## config.mk

```make
export PLATFORM = sky130hd
export DESIGN_NAME = instr_issue_ctrl_flat
export DESIGN_NICKNAME = d
export VERILOG_FILES = /design/src/rtl/instr_register_pkg.sv /design/src/rtl/instr_issue_ctrl_if.sv /design/src/rtl/instr_issue_ctrl_rr_arbiter.sv /design/src/rtl/instr_issue_ctrl.sv /design/src/flat_wrapper.sv
export SDC_FILE = /design/constraint.sdc
export NUM_CORES = 1
export LEC_CHECK = 0
export CORE_AREA = 8 8 136 138
export DETAILED_ROUTE_END_ITERATION = 12
export DIE_AREA = 0 0 144 146
export PLACE_DENSITY = 0.64
export SLEW_MARGIN = 10
export SYNTH_ARGS = -nofsm -noshare
export SYNTH_HDL_FRONTEND = slang
export SYNTH_HIERARCHICAL = 1
export SYNTH_SLANG_ARGS = --single-unit
```

## constraint.sdc

```tcl
create_clock -name clk -period 7.96 [get_ports clk]
set_clock_uncertainty 0.05 [all_clocks]
set_input_delay 1.592 -clock clk [delete_from_list [all_inputs] [get_ports clk]]
set_output_delay 1.592 -clock clk [all_outputs]
set_load 0.01 [all_outputs]
```

## src/rtl/instr_register_pkg.sv

```systemverilog
// rtl/instr_register_pkg.sv - instruction register types plus issue-queue sizing
package instr_register_pkg;

  typedef enum logic [3:0] {
    ZERO,
    PASSA,
    PASSB,
    ADD,
    SUB,
    MULT,
    DIV,
    MOD
  } opcode_t;

  typedef logic signed [31:0] operand_t;
  typedef logic [4:0]         address_t;

  typedef struct packed {
    opcode_t  opc;
    operand_t op_a;
    operand_t op_b;
  } instruction_t;

  localparam int IR_DEPTH = 32;

  typedef logic [5:0] iq_count_t;

endpackage

```

## src/rtl/instr_issue_ctrl_if.sv

```systemverilog
// rtl/instr_issue_ctrl_if.sv - producer, register and consumer signals of the issue controller
interface instr_issue_ctrl_if #(
  parameter int NUM_REQ = 2,
  parameter int SRC_W   = (NUM_REQ > 1) ? $clog2(NUM_REQ) : 1
);
  import instr_register_pkg::*;

  logic [NUM_REQ-1:0] req_valid;
  instruction_t       req_instr [NUM_REQ];
  logic [NUM_REQ-1:0] req_ready;

  logic               load_en;
  address_t           write_pointer;
  opcode_t            opcode;
  operand_t           operand_a;
  operand_t           operand_b;
  address_t           read_pointer;
  instruction_t       instruction_word;

  logic               iss_valid;
  logic               iss_ready;
  instruction_t       iss_instr;
  logic [SRC_W-1:0]   iss_src;

  iq_count_t          count;
  logic               full;
  logic               empty;

  modport master (
    input  req_valid, req_instr, instruction_word, iss_ready,
    output req_ready, load_en, write_pointer, opcode, operand_a, operand_b,
    output read_pointer, iss_valid, iss_instr, iss_src, count, full, empty
  );

  modport slave (
    output req_valid, req_instr, instruction_word, iss_ready,
    input  req_ready, load_en, write_pointer, opcode, operand_a, operand_b,
    input  read_pointer, iss_valid, iss_instr, iss_src, count, full, empty
  );

endinterface

```

## src/rtl/instr_issue_ctrl_rr_arbiter.sv

```systemverilog
// rtl/instr_issue_ctrl_rr_arbiter.sv - combinational round-robin arbiter, one-hot grant
module rr_arbiter #(
  parameter int NUM_REQ = 2,
  parameter int SRC_W   = 1
) (
  input  logic [NUM_REQ-1:0] req,
  input  logic [SRC_W-1:0]   ptr,
  output logic [NUM_REQ-1:0] gnt
);

  logic found;

  // Visit requesters in priority order ptr, ptr+1, ... and keep the first hit.
  always_comb begin
    gnt   = '0;
    found = 1'b0;
    for (int k = 0; k < NUM_REQ; k++) begin
      for (int i = 0; i < NUM_REQ; i++) begin
        if (!found && req[i] && (i == ((int'(ptr) + k) % NUM_REQ))) begin
          gnt[i] = 1'b1;
          found  = 1'b1;
        end
      end
    end
  end

endmodule

```

## src/rtl/instr_issue_ctrl.sv

```systemverilog
// rtl/instr_issue_ctrl.sv - circular issue queue over the instruction register
// Arbitrates producers onto the register write port and issues the oldest entry.
module instr_issue_ctrl #(
  parameter int DEPTH   = 32,
  parameter int NUM_REQ = 2
) (
  input  logic                clk,
  input  logic                reset_n,
  input  logic                flush,
  instr_issue_ctrl_if.master  bus
);
  import instr_register_pkg::*;

  localparam int SRC_W = (NUM_REQ > 1) ? $clog2(NUM_REQ) : 1;

  if (DEPTH < 2 || DEPTH > IR_DEPTH) begin : g_bad_depth
    $error("instr_issue_ctrl: DEPTH must be within 2..IR_DEPTH");
  end
  if (NUM_REQ < 1 || NUM_REQ > 4) begin : g_bad_num_req
    $error("instr_issue_ctrl: NUM_REQ must be within 1..4");
  end

  address_t         wr_ptr_q, wr_ptr_d;
  address_t         rd_ptr_q, rd_ptr_d;
  iq_count_t        count_q, count_d;
  logic [SRC_W-1:0] rr_ptr_q, rr_ptr_d;
  logic [SRC_W-1:0] src_tag_q [IR_DEPTH];
  logic [SRC_W-1:0] src_tag_d [IR_DEPTH];

  logic               full, empty;
  logic               allow_wr;
  logic [NUM_REQ-1:0] req_masked;
  logic [NUM_REQ-1:0] grant;
  logic [SRC_W-1:0]   win_idx;
  instruction_t       gnt_instr;
  logic               wr_fire, iss_valid, iss_fire;

  assign full  = (count_q == iq_count_t'(DEPTH));
  assign empty = (count_q == '0);

  // reset_n gates the grant so req_ready stays low while reset is held.
  assign allow_wr   = !full && !flush && reset_n;
  assign req_masked = bus.req_valid & {NUM_REQ{allow_wr}};

  rr_arbiter #(
    .NUM_REQ (NUM_REQ),
    .SRC_W   (SRC_W)
  ) u_arb (
    .req (req_masked),
    .ptr (rr_ptr_q),
    .gnt (grant)
  );

  always_comb begin
    win_idx   = '0;
    gnt_instr = '0;
    for (int i = 0; i < NUM_REQ; i++) begin
      if (grant[i]) begin
        win_idx   = SRC_W'(i);
        gnt_instr = bus.req_instr[i];
      end
    end
  end

  assign wr_fire   = |grant;
  assign iss_valid = !empty && !flush;
  assign iss_fire  = iss_valid && bus.iss_ready;

  always_comb begin
    wr_ptr_d  = wr_ptr_q;
    rd_ptr_d  = rd_ptr_q;
    count_d   = count_q;
    rr_ptr_d  = rr_ptr_q;
    src_tag_d = src_tag_q;

    if (flush) begin
      wr_ptr_d = '0;
      rd_ptr_d = '0;
      count_d  = '0;
      rr_ptr_d = '0;
    end else begin
      if (wr_fire) begin
        wr_ptr_d = (wr_ptr_q == address_t'(DEPTH - 1)) ? '0 : wr_ptr_q + 5'd1;
        src_tag_d[wr_ptr_q] = win_idx;
        rr_ptr_d = (win_idx == SRC_W'(NUM_REQ - 1)) ? '0 : win_idx + 1'b1;
      end
      if (iss_fire) begin
        rd_ptr_d = (rd_ptr_q == address_t'(DEPTH - 1)) ? '0 : rd_ptr_q + 5'd1;
      end
      case ({wr_fire, iss_fire})
        2'b10:   count_d = count_q + 6'd1;
        2'b01:   count_d = count_q - 6'd1;
        default: count_d = count_q;
      endcase
    end
  end

  always_ff @(posedge clk or negedge reset_n) begin
    if (!reset_n) begin
      wr_ptr_q <= '0;
      rd_ptr_q <= '0;
      count_q  <= '0;
      rr_ptr_q <= '0;
    end else begin
      wr_ptr_q <= wr_ptr_d;
      rd_ptr_q <= rd_ptr_d;
      count_q  <= count_d;
      rr_ptr_q <= rr_ptr_d;
    end
  end

  // Source tags mirror the register array: contents survive reset and flush.
  always_ff @(posedge clk) begin
    src_tag_q <= src_tag_d;
  end

  assign bus.req_ready     = grant;
  assign bus.load_en       = wr_fire;
  assign bus.write_pointer = wr_ptr_q;
  assign bus.opcode        = gnt_instr.opc;
  assign bus.operand_a     = gnt_instr.op_a;
  assign bus.operand_b     = gnt_instr.op_b;
  assign bus.read_pointer  = rd_ptr_q;
  assign bus.iss_valid     = iss_valid;
  assign bus.iss_instr     = bus.instruction_word;
  assign bus.iss_src       = src_tag_q[rd_ptr_q];
  assign bus.count         = count_q;
  assign bus.full          = full;
  assign bus.empty         = empty;

endmodule

```

## src/flat_wrapper.sv

```systemverilog
// flat-port wrapper written by rule: the top's interface ports become plain ports
module instr_issue_ctrl_flat import instr_register_pkg::*;
#(
  parameter int DEPTH   = 32,
  parameter int NUM_REQ = 2
)
  (clk, reset_n, flush, bus_req_valid, bus_req_instr, bus_instruction_word, bus_iss_ready, bus_req_ready, bus_load_en, bus_write_pointer, bus_opcode, bus_operand_a, bus_operand_b, bus_read_pointer, bus_iss_valid, bus_iss_instr, bus_iss_src, bus_count, bus_full, bus_empty);
  instr_issue_ctrl_if #(.NUM_REQ(NUM_REQ)) bus_i ();
  input  logic clk;
  input  logic reset_n;
  input  logic flush;
  input wire logic [$bits(bus_i.req_valid)-1:0] bus_req_valid;
  input wire logic [$bits(bus_i.req_instr)-1:0] bus_req_instr;
  input wire logic [$bits(bus_i.instruction_word)-1:0] bus_instruction_word;
  input wire logic [$bits(bus_i.iss_ready)-1:0] bus_iss_ready;
  output wire logic [$bits(bus_i.req_ready)-1:0] bus_req_ready;
  output wire logic [$bits(bus_i.load_en)-1:0] bus_load_en;
  output wire logic [$bits(bus_i.write_pointer)-1:0] bus_write_pointer;
  output wire logic [$bits(bus_i.opcode)-1:0] bus_opcode;
  output wire logic [$bits(bus_i.operand_a)-1:0] bus_operand_a;
  output wire logic [$bits(bus_i.operand_b)-1:0] bus_operand_b;
  output wire logic [$bits(bus_i.read_pointer)-1:0] bus_read_pointer;
  output wire logic [$bits(bus_i.iss_valid)-1:0] bus_iss_valid;
  output wire logic [$bits(bus_i.iss_instr)-1:0] bus_iss_instr;
  output wire logic [$bits(bus_i.iss_src)-1:0] bus_iss_src;
  output wire logic [$bits(bus_i.count)-1:0] bus_count;
  output wire logic [$bits(bus_i.full)-1:0] bus_full;
  output wire logic [$bits(bus_i.empty)-1:0] bus_empty;
  assign bus_i.req_valid = bus_req_valid;
  assign bus_i.req_instr = {>>{bus_req_instr}};
  assign bus_i.instruction_word = bus_instruction_word;
  assign bus_i.iss_ready = bus_iss_ready;
  assign bus_req_ready = bus_i.req_ready;
  assign bus_load_en = bus_i.load_en;
  assign bus_write_pointer = bus_i.write_pointer;
  assign bus_opcode = bus_i.opcode;
  assign bus_operand_a = bus_i.operand_a;
  assign bus_operand_b = bus_i.operand_b;
  assign bus_read_pointer = bus_i.read_pointer;
  assign bus_iss_valid = bus_i.iss_valid;
  assign bus_iss_instr = bus_i.iss_instr;
  assign bus_iss_src = bus_i.iss_src;
  assign bus_count = bus_i.count;
  assign bus_full = bus_i.full;
  assign bus_empty = bus_i.empty;
  instr_issue_ctrl #(.DEPTH(DEPTH), .NUM_REQ(NUM_REQ)) u_core (.clk(clk), .reset_n(reset_n), .flush(flush), .bus(bus_i));
endmodule
```

**Yosys cells after proc, flatten, opt, wreduce, memory -nomap -nowiden**

Cells that the tools add are included.

- Flip-flop bits (word level): 49
- Output and inout bits: 159
- Word-level logic and storage cells: 108

- Add/subtract/negate cells: 6
- Order comparisons: 3
- Equal/unequal tests: 6
- Multiplexer cells: 26
- Bitwise logic cells: 5
- Reduce and logical (&&, ||, !) cells: 26

Operators by type and width:

| operator | count |
|---|---|
| 68-bit 2-to-1 mux | 2 |
| 32-bit logical NOT | 2 |
| 32-bit bitwise mux | 1 |
| 5-bit 2-to-1 mux | 6 |
| 1-bit 2-to-1 mux | 13 |
| 6-bit >= comparator (second input constant) | 2 |
| 1-bit logical AND | 12 |
| 5-bit inverter with 6-bit output | 2 |
| 6-bit one-hot mux with 2 select lines | 1 |
| 5-bit by 1-bit adder with 5-bit output (second input constant) | 2 |
| 5-bit == test (second input constant) | 2 |
| 6-bit by 1-bit adder with 6-bit output (second input constant) | 1 |
| 6-bit == test (second input constant) | 1 |
| 1-bit logical NOT | 6 |
| 6-bit logical NOT | 1 |
| 6-bit by 1-bit < comparator with 1-bit output (second input constant) | 1 |
| 6-bit 2-to-1 mux | 1 |
| 6-bit by 1-bit subtractor with 6-bit output (second input constant) | 1 |
| 1-bit binary-select mux with 5-bit select | 1 |
| 1-bit demux with 5-bit select | 1 |
| 2-bit nonzero test | 2 |
| 3-bit nonzero test | 1 |
| 1-bit adder (second input constant) | 2 |
| 2-bit bitwise AND | 1 |
| other kinds (7) | 7 |

**Longest topological paths before layout**

Gate-level depths: netlist of run 1.

- Depth after elaboration: 24
- Depth in mapped cells: 13
- Depth with buffers taken out: 12

**Modules after synthesis**

Netlist of run 1, hierarchy kept.

By module, submodules not included:

| module | times used | cells an instance | area an instance (µm²) | seq. area each (µm²) |
|---|---|---|---|---|
| instr_issue_ctrl | 1 | 363 | 3,697.3 | 1,386.3 |
| rr_arbiter | 1 | 3 | 18.8 | 0.0 |

**Worst setup path after synthesis of run 1**

No wires, ideal clock.

- Path type: input to output
- Start: input flush
- End: output bus_operand_a[0]
- Data arrival time: 4.173 ns
- Required time: 6.318 ns
- Path slack: 2.145 ns
- Cell stages on the path: 9
- Buffers on the path: 4
- Cells stage by stage: buf_2 > inv_1 > and4_1 > a21boi_1 > clkbuf_1 > nor2b_1 > clkbuf_1 > buf_1 > a22o_1

- Elaborated cells between the ends (all ways): 22

RTL lines:

| what | RTL line | source |
|---|---|---|
| from (decl) | flat_wrapper.sv:11 | `input logic flush;` |
| 1-bit logical NOT * | instr_issue_ctrl.sv:42 | `assign allow_wr = !full && !flush && reset_n;` |
| 1-bit logical AND * (2 in a row) | instr_issue_ctrl.sv:42 |  |
| 2-bit bitwise AND * | instr_issue_ctrl.sv:43 | `assign req_masked = bus.req_valid & {NUM_REQ{allow_wr}};` |
| net u_core.req_masked[1] | instr_issue_ctrl.sv:32 | `logic [NUM_REQ-1:0] req_masked;` |
| 1-bit logical AND (2 in a row) | instr_issue_ctrl_rr_arbiter.sv:19 | `if (!found && req[i] && (i == ((int'(ptr) + k) % NUM_REQ))) begin` |
| 1-bit 2-to-1 mux | instr_issue_ctrl_rr_arbiter.sv:19 |  |
| 1-bit logical NOT | instr_issue_ctrl_rr_arbiter.sv:19 |  |
| 1-bit logical AND (2 in a row) | instr_issue_ctrl_rr_arbiter.sv:19 |  |
| 1-bit 2-to-1 mux | instr_issue_ctrl_rr_arbiter.sv:19 |  |
| 1-bit logical NOT | instr_issue_ctrl_rr_arbiter.sv:19 |  |
| 1-bit logical AND (2 in a row) | instr_issue_ctrl_rr_arbiter.sv:19 |  |
| 1-bit 2-to-1 mux * | instr_issue_ctrl_rr_arbiter.sv:19 |  |
| net bus_req_ready[1] | flat_wrapper.sv:16 | `output wire logic [$bits(bus_i.req_ready)-1:0] bus_req_ready;` |
| 68-bit 2-to-1 mux * | instr_issue_ctrl.sv:58 | `if (grant[i]) begin` |
| to (decl) | flat_wrapper.sv:20 | `output wire logic [$bits(bus_i.operand_a)-1:0] bus_operand_a;` |

Mark *: on every way through the listed nets, which the timed path passes. The rest lies on a longest branch.

**Worst setup path in the final report of run 1**

- Start: input reset_n
- End: output bus_operand_a[10]

- Elaborated cells between the ends (all ways): 20

RTL lines:

| what | RTL line | source |
|---|---|---|
| from (decl) | flat_wrapper.sv:10 | `input logic reset_n;` |
| 1-bit logical AND * | instr_issue_ctrl.sv:42 |  |
| 2-bit bitwise AND * | instr_issue_ctrl.sv:43 |  |
| net u_core.req_masked[1] | instr_issue_ctrl.sv:32 |  |
| 1-bit logical AND (2 in a row) | instr_issue_ctrl_rr_arbiter.sv:19 |  |
| 1-bit 2-to-1 mux | instr_issue_ctrl_rr_arbiter.sv:19 |  |
| 1-bit logical NOT | instr_issue_ctrl_rr_arbiter.sv:19 |  |
| 1-bit logical AND (2 in a row) | instr_issue_ctrl_rr_arbiter.sv:19 |  |
| 1-bit 2-to-1 mux | instr_issue_ctrl_rr_arbiter.sv:19 |  |
| 1-bit logical NOT | instr_issue_ctrl_rr_arbiter.sv:19 |  |
| 1-bit logical AND (2 in a row) | instr_issue_ctrl_rr_arbiter.sv:19 |  |
| 1-bit 2-to-1 mux | instr_issue_ctrl_rr_arbiter.sv:19 |  |
| 68-bit 2-to-1 mux * | instr_issue_ctrl.sv:58 |  |

Marks and branches as above.

==> metrics, run 1 <==
RSZ-0062 raised after global routing=no; arrival time of the worst setup path=4.54 ns; remaining global-route overflow=0; global-route usage over all layers=14.0%; Final Wtd Congestion=1.00; HPWL after detailed placement=13500 um; area of the mapped netlist=3720 sq um; area grow syn2layout=59.6%; kind of start point of the critical path=input port; first-pass GRT wire length=22400 um; number of hold-slack violations in the final timing report=0; via density per instance=4.71; leakage=2.18 nW; total CTS buffers=5; maximum resistive drop on vdd=0.000117 V; most frequent cell after synthesis=sky130_fd_sc_hd__buf_4; total I/O pin count=369; post-detailed-route count of antenna-violating nets=0; Max-Slew Margin vs Limit=32.1%; number of slew-limit violations in the final report=0; highest clock rate=0.162 GHz; placed cell areas=5770 sq um; number of standard-cell rows in the floorplan=47; Async SR Flop Fraction=34.7%; Required @ worst endpoint=6.32 ns; area enclosed by the die boundary=21000 sq um; Worst path max stage delay=0.73 ns; DRC violation total after the first TritonRoute iteration=229; endpoints failing setup=0; TritonCTS clock tree=yes; initial standard-cell utilization of the core=22.8%; mean instance size in the synthesized netlist=10.2 sq um; clock period minus final worst setup slack=6.18 ns; Yosys top cell by area=sky130_fd_sc_hd__edfxtp_1; Routed WL=16100 um; fraction of the core area covered by cells at the end of the flow=36.4%; pin count of the biggest net entering global routing=105; syn_nets=588; number of clock sinks=49; Std-Cell Core Area=16300 sq um; number of enable flip-flop cells after synthesis=32; detail-routed net length per standard cell=21.8 um; share of synthesized area occupied by flip-flops and latches=37.3%; startpoint-to-endpoint class of the critical path=input port to output port; post-synthesis cell count=366; pwr dens=156 nW/um^2; Pre-antenna DRT Iters=7; Design Area, Final=5930 sq um; setup TNS=0 ns; status=finished, final reports clean; most instantiated flip-flop cell in the synthesis netlist=sky130_fd_sc_hd__edfxtp_1; buffers inserted during post-CTS setup optimization=0; total number of H-tree levels=2; Clock Pin Slew Worst Setup and Hold Paths=0.06 ns; proportion of netlist area held by the largest area contributor=25.9%; cell types occupying the most area after synthesis=sky130_fd_sc_hd__edfxtp_1 26%, sky130_fd_sc_hd__a22o_1 16%, sky130_fd_sc_hd__buf_4 14%; final net count=741; max-cap viol count=0; number of synthesis warnings=6; vias in the first global route=3421; series of cell instances along the critical path=clkdlybuf4s50_1, buf_4, and4_1, a21boi_4, buf_4, a22o_1, clkdlybuf4s50_1; horizontal extent of the die=144 um; standard cell with the maximum stage delay on the critical path=sky130_fd_sc_hd__buf_4; fraction of final layout cells sized beyond drive strength 1=6.35%; quantity of hold-fixing buffers added after cts=0; Die Height=146 um; PostCTS Resize Cnt=0; total of buffers placed on input and output ports=232; Hold Crit Class=register to register; Seq cells post-synth=49; library cells used by synthesis=46; worst-skew pair later-pin latency=0.28 ns; final clock period utilization by the worst path=77.6%; Crit Path Max Fanout=104; routed vias=3488; antenna violations before repair=4; clock tree root driver cell=sky130_fd_sc_hd__clkbuf_16; final routed DRC violation total=0; kind of capture point of the worst setup path=output port; actual transition at the worst max-transition pin=1.02 ns; CTS max path bufs=2; most frequent cells after synthesis=68 x sky130_fd_sc_hd__buf_4, 67 x sky130_fd_sc_hd__a22o_1, 48 x sky130_fd_sc_hd__nor2_1
==> state kept, by name (all words and copies together) (netlist names) <==
signal                    cells
u_core/rr_ptr_q               1
u_core/bus.read_pointer       5
u_core/bus.count              6
u_core/src_tag_q             32
u_core/bus.write_pointer      5
==> logic make-up (layout without fill, tap and decap cells) <==
group	Yosys count	in the layout	synth area share [%]
other	0	1	0
xor gates and xnor gates	5	5	1.68
AOI/OAI and AO/OA	95	95	20.5
buffers and inverters	98	252	17.1
muxes	16	16	7.74
and+or+nand+nor	91	91	11.5
adders and majority gates	12	12	4.24
DFF	49	49	37.3
==> metrics by stage <==
step | setup slack [ns] | hold WS [ns] | power, mW | std cells
4_1_cts | 1.79 | 0.530 | 0.938 | 740
2_1_floorplan | 2.14 | 0.479 | 0.527 | 366
5_1_grt | 1.59 | 0.564 | 0.975 | 740
3_3_place_gp | 1.86 | 0.511 | 0.703 | 732
3_5_place_dp | 1.79 | 0.518 | 0.707 | 732
6_report | 1.78 | 0.537 | 0.926 | 741
==> power breakdown <==
group          total [mW]  internal (mW)  leakage [nW]  switching (mW)
Sequential          0.316          0.284         0.529          0.0318
Clock               0.230          0.147        0.0785          0.0826
Combinational       0.380          0.229          1.57           0.152
==> critical path: cells and delay by family <==
family / cells / cell delay (ns)
compound gates: 2 / 0.56
buf+inv: 4 / 2.01
simple gates: 1 / 0.24
==> routing by layer <==
layer  vias to the layer above  routed length (um)  track usage [%]
met5                         -                  37                0
met4                         6                 369             4.52
met3                        33                1990             5.45
met2                       226                7680             23.6
met1                      1637                6070             15.8
li1                       1586                   -                -
==> cells in the final DEF (no fill, tap or decap), types with 3 or more instances in the layout <==
| cell type | synthesis | layout |
|---|---|---|
| sky130_fd_sc_hd__a21oi_1 | 9 | 9 |
| sky130_fd_sc_hd__a22o_1 | 67 | 67 |
| sky130_fd_sc_hd__and3_1 | 3 | 3 |
| sky130_fd_sc_hd__buf_4 | 68 | 6 |
| sky130_fd_sc_hd__clkbuf_16 | 0 | 5 |
| sky130_fd_sc_hd__clkdlybuf4s50_1 | 0 | 232 |
| sky130_fd_sc_hd__dfrtp_1 | 17 | 17 |
| sky130_fd_sc_hd__edfxtp_1 | 32 | 32 |
| sky130_fd_sc_hd__ha_1 | 11 | 11 |
| sky130_fd_sc_hd__inv_1 | 6 | 6 |
| sky130_fd_sc_hd__mux2i_1 | 4 | 4 |
| sky130_fd_sc_hd__mux4_2 | 10 | 10 |
| sky130_fd_sc_hd__nand2_1 | 18 | 18 |
| sky130_fd_sc_hd__nand3b_1 | 3 | 3 |
| sky130_fd_sc_hd__nor2_1 | 48 | 48 |
| sky130_fd_sc_hd__nor3_1 | 4 | 4 |
| sky130_fd_sc_hd__o21ai_0 | 8 | 8 |
| sky130_fd_sc_hd__or3b_2 | 3 | 3 |
| sky130_fd_sc_hd__xnor2_1 | 4 | 4 |
==> area by class of cell <==
class	count	area, sq um
fillers	1626	10400
repair buffers	238	2370
multi-input cells	219	1710
flip-flops and latches	49	1390
well taps	220	275
clock buffers	6	129
clock inverters	2	33.8
inverters	6	22.5
diodes	1	2.50
==> path summary, 6_finish.rpt <==
| kind | from | endpoint | slack, ns | depth (start not counted) |
|---|---|---|---|---|
| worst min register to register | u_core/rr_ptr_q$_DFFE_PN0P_ | u_core/rr_ptr_q$_DFFE_PN0P_ | 0.54 | 2 |
| worst max-delay path | reset_n | bus_operand_a[10] | 1.78 | 7 |
| worst max register to register | u_core/bus.count[0]$_DFFE_PN0P_ | u_core/bus.count[5]$_DFFE_PN0P_ | 3.00 | 14 |
| min in group asynchronous | reset_n | u_core/bus.write_pointer[1]$_DFFE_PN0P_ | 1.61 | 2 |
| worst min-delay path | u_core/rr_ptr_q$_DFFE_PN0P_ | u_core/rr_ptr_q$_DFFE_PN0P_ | 0.54 | 2 |
| max in group asynchronous | reset_n | u_core/bus.read_pointer[4]$_DFFE_PN0P_ | 6.06 | 2 |
Note: power is estimated with default switching activity, not from simulation.
==> run 2, diff against run 1 <==
- CORE_AREA: 8 8 136 138 -> 8 8 138 140
- DIE_AREA: 0 0 144 146 -> 0 0 146 148
- PLACE_DENSITY: 0.64 -> 0.65
- clock period: 7.96 -> 5.65 ns (I/O delays scaled with it)
==> run 2 against run 1 <==
  * Combinational power is 42% higher
  * First-iteration DRC count grew 2.6%
  * Worst setup slack lost 1.2 ns
  * Via count barely moved
  * Utilization down 1.2 points
  * Non-clock buffer count unchanged
  * Global-route usage rose by 0.82 points
  * Routed wire length increased by 6.9%
  * Count of clock-buffer cells in the layout is 1 lower
  * Flip-flop and latch count unchanged
  * Cell area increased by 0.59%
==> metrics, run 2 (same netlist as run 1, synthesis figures left out) <==
PostCTS Resize Cnt=0; leakage=2.18 nW; clock tree root driver cell=sky130_fd_sc_hd__clkbuf_16; antenna violations before repair=8; pwr dens=223 nW/um^2; Hold Crit Class=register to register; maximum resistive drop on vdd=0.000190 V; Max-Slew Margin vs Limit=36.8%; startpoint-to-endpoint class of the critical path=register to output port; total power of the final layout=1.33 mW; worst reg-to-reg setup slack=0.97 ns; routed vias=3487; number of clock sinks=49; Pre-antenna DRT Iters=4; detail-routed net length per standard cell=23.1 um; global-route usage over all layers=14.8%; via density per instance=4.66; Clock Pin Slew Worst Setup and Hold Paths=0.07 ns; Die Height=148 um; Required @ worst endpoint=4.47 ns; HPWL after detailed placement=14300 um; total I/O pin count=369; final routed DRC violation total=0; commonest non-fill, non-tap cell in the layout=sky130_fd_sc_hd__clkdlybuf4s50_1; RSZ-0062 raised after global routing=no; kind of capture point of the worst setup path=output port; kind of start point of the critical path=register; DRC violation total after the first TritonRoute iteration=235; Final Wtd Congestion=0.918; status=finished, final reports clean; fraction of final layout cells sized beyond drive strength 1=6.73%; number of slew-limit violations in the final report=0; number of standard-cell rows in the floorplan=48; number of hold-slack violations in the final timing report=0; Hold EP=u_core/rr_ptr_q$_DFFE_PN0P_; fin worst setup slack=0.610 ns; worst reg2reg path depth=13; buffers inserted during post-CTS setup optimization=0; highest clock rate=0.198 GHz; first-pass GRT wire length=24300 um; area grow syn2layout=60.5%; CTS max path bufs=2; TritonCTS clock tree=yes; Crit Path Max Fanout=12; quantity of hold-fixing buffers added after cts=0; Final Hold Slack=0.537 ns; actual transition at the worst max-transition pin=0.945 ns; endpoints failing setup=0; pin count of the biggest net entering global routing=70; post-detailed-route count of antenna-violating nets=0; fraction of the core area covered by cells at the end of the flow=35.2%; placed cell areas=5780 sq um; vias in the first global route=3528; remaining global-route overflow=0; Std-Cell Core Area=16900 sq um; worst-skew pair later-pin latency=0.29 ns; horizontal extent of the die=146 um; initial standard-cell utilization of the core=21.9%; max reg flops=32; Design Area, Final=5970 sq um; area enclosed by the die boundary=21600 sq um; Routed WL=17300 um; highest-count cells in the layout ignoring fill and taps=232 x sky130_fd_sc_hd__clkdlybuf4s50_1, 67 x sky130_fd_sc_hd__a22o_1, 48 x sky130_fd_sc_hd__nor2_1; min-delay src=u_core/rr_ptr_q$_DFFE_PN0P_; count of non-filler cells in the finished layout=748; worst flop-to-flop path endpoint=u_core/bus.count[5]$_DFFE_PN0P_; launch instance of the worst register-to-register path=u_core/bus.count[0]$_DFFE_PN0P_; Worst Setup Slack post-DPL=0.787 ns; final net count=741; register name with the most flops=u_core/src_tag_q; total number of H-tree levels=2; Placed Cells incl. Taps=737; setup TNS=0 ns; max-cap viol count=0; final clock period utilization by the worst path=89.2%; clock period minus final worst setup slack=5.04 ns; total CTS buffers=5; worst hold path depth=2; total of buffers placed on input and output ports=232; arrival time of the worst setup path=3.86 ns
run 2: cell count changes in the layout (fill, tap and decap cells not counted):
cell,delta
sky130_fd_sc_hd__clkinvlp_4,+1
sky130_fd_sc_hd__diode_2,+2
sky130_fd_sc_hd__buf_12,+1
sky130_fd_sc_hd__clkbuf_1,-1
sky130_fd_sc_hd__clkinv_1,-1
sky130_fd_sc_hd__inv_8,+1
sky130_fd_sc_hd__buf_4,-1
run 2: area by class of cell:
cell class	instances	area, sq um
diodes	3	7.51
clock buffers	5	125
clock inverters	3	48.8
fillers	1683	11000
inverters	6	22.5
multi-input cells	219	1710
flip-flops and latches	49	1390
well taps	225	282
repair buffers	238	2380
run 2: metal layers:
layer,global-route usage (%),part of all wire [%]
met5,0,0.51
met4,5.46,2.9
met3,7.61,13
met2,22.9,45
met1,17.3,38
run 2: worst max-delay path, stage by stage, from the launching register on:
cell and delay (ns):
sky130_fd_sc_hd__dfrtp_1 0.47, sky130_fd_sc_hd__or4_4 0.58, sky130_fd_sc_hd__or3b_2 0.48, sky130_fd_sc_hd__and4_1 0.25, sky130_fd_sc_hd__a21boi_0 0.16, sky130_fd_sc_hd__buf_4 0.17
sky130_fd_sc_hd__nor2_1 0.71, sky130_fd_sc_hd__inv_1 0.21, sky130_fd_sc_hd__clkdlybuf4s50_1 0.54
run 2: how the worst max path moves through the flow:
stage                                          from                end  slack [ns]  cells past startpoint
finish              u_core/bus.count[0]$_DFFE_PN0P_        bus_load_en        0.61                      8
global route        u_core/bus.count[0]$_DFFE_PN0P_        bus_load_en        0.42                      8
CTS                 u_core/bus.count[0]$_DFFE_PN0P_        bus_load_en        0.61                      8
detailed placement                          reset_n   bus_operand_b[0]        0.79                      6
global placement                            reset_n  bus_operand_b[21]        0.80                      6
floorplan           u_core/bus.count[0]$_DFFE_PN0P_   bus_operand_a[0]        0.68                      9
run 2: where the power goes:
| part | switching, mW | leakage (nW) | internal [mW] | total, mW |
|---|---|---|---|---|
| registers | 0.0439 | 0.529 | 0.400 | 0.444 |
| clock network | 0.135 | 0.0820 | 0.212 | 0.347 |
| logic | 0.216 | 1.57 | 0.323 | 0.540 |
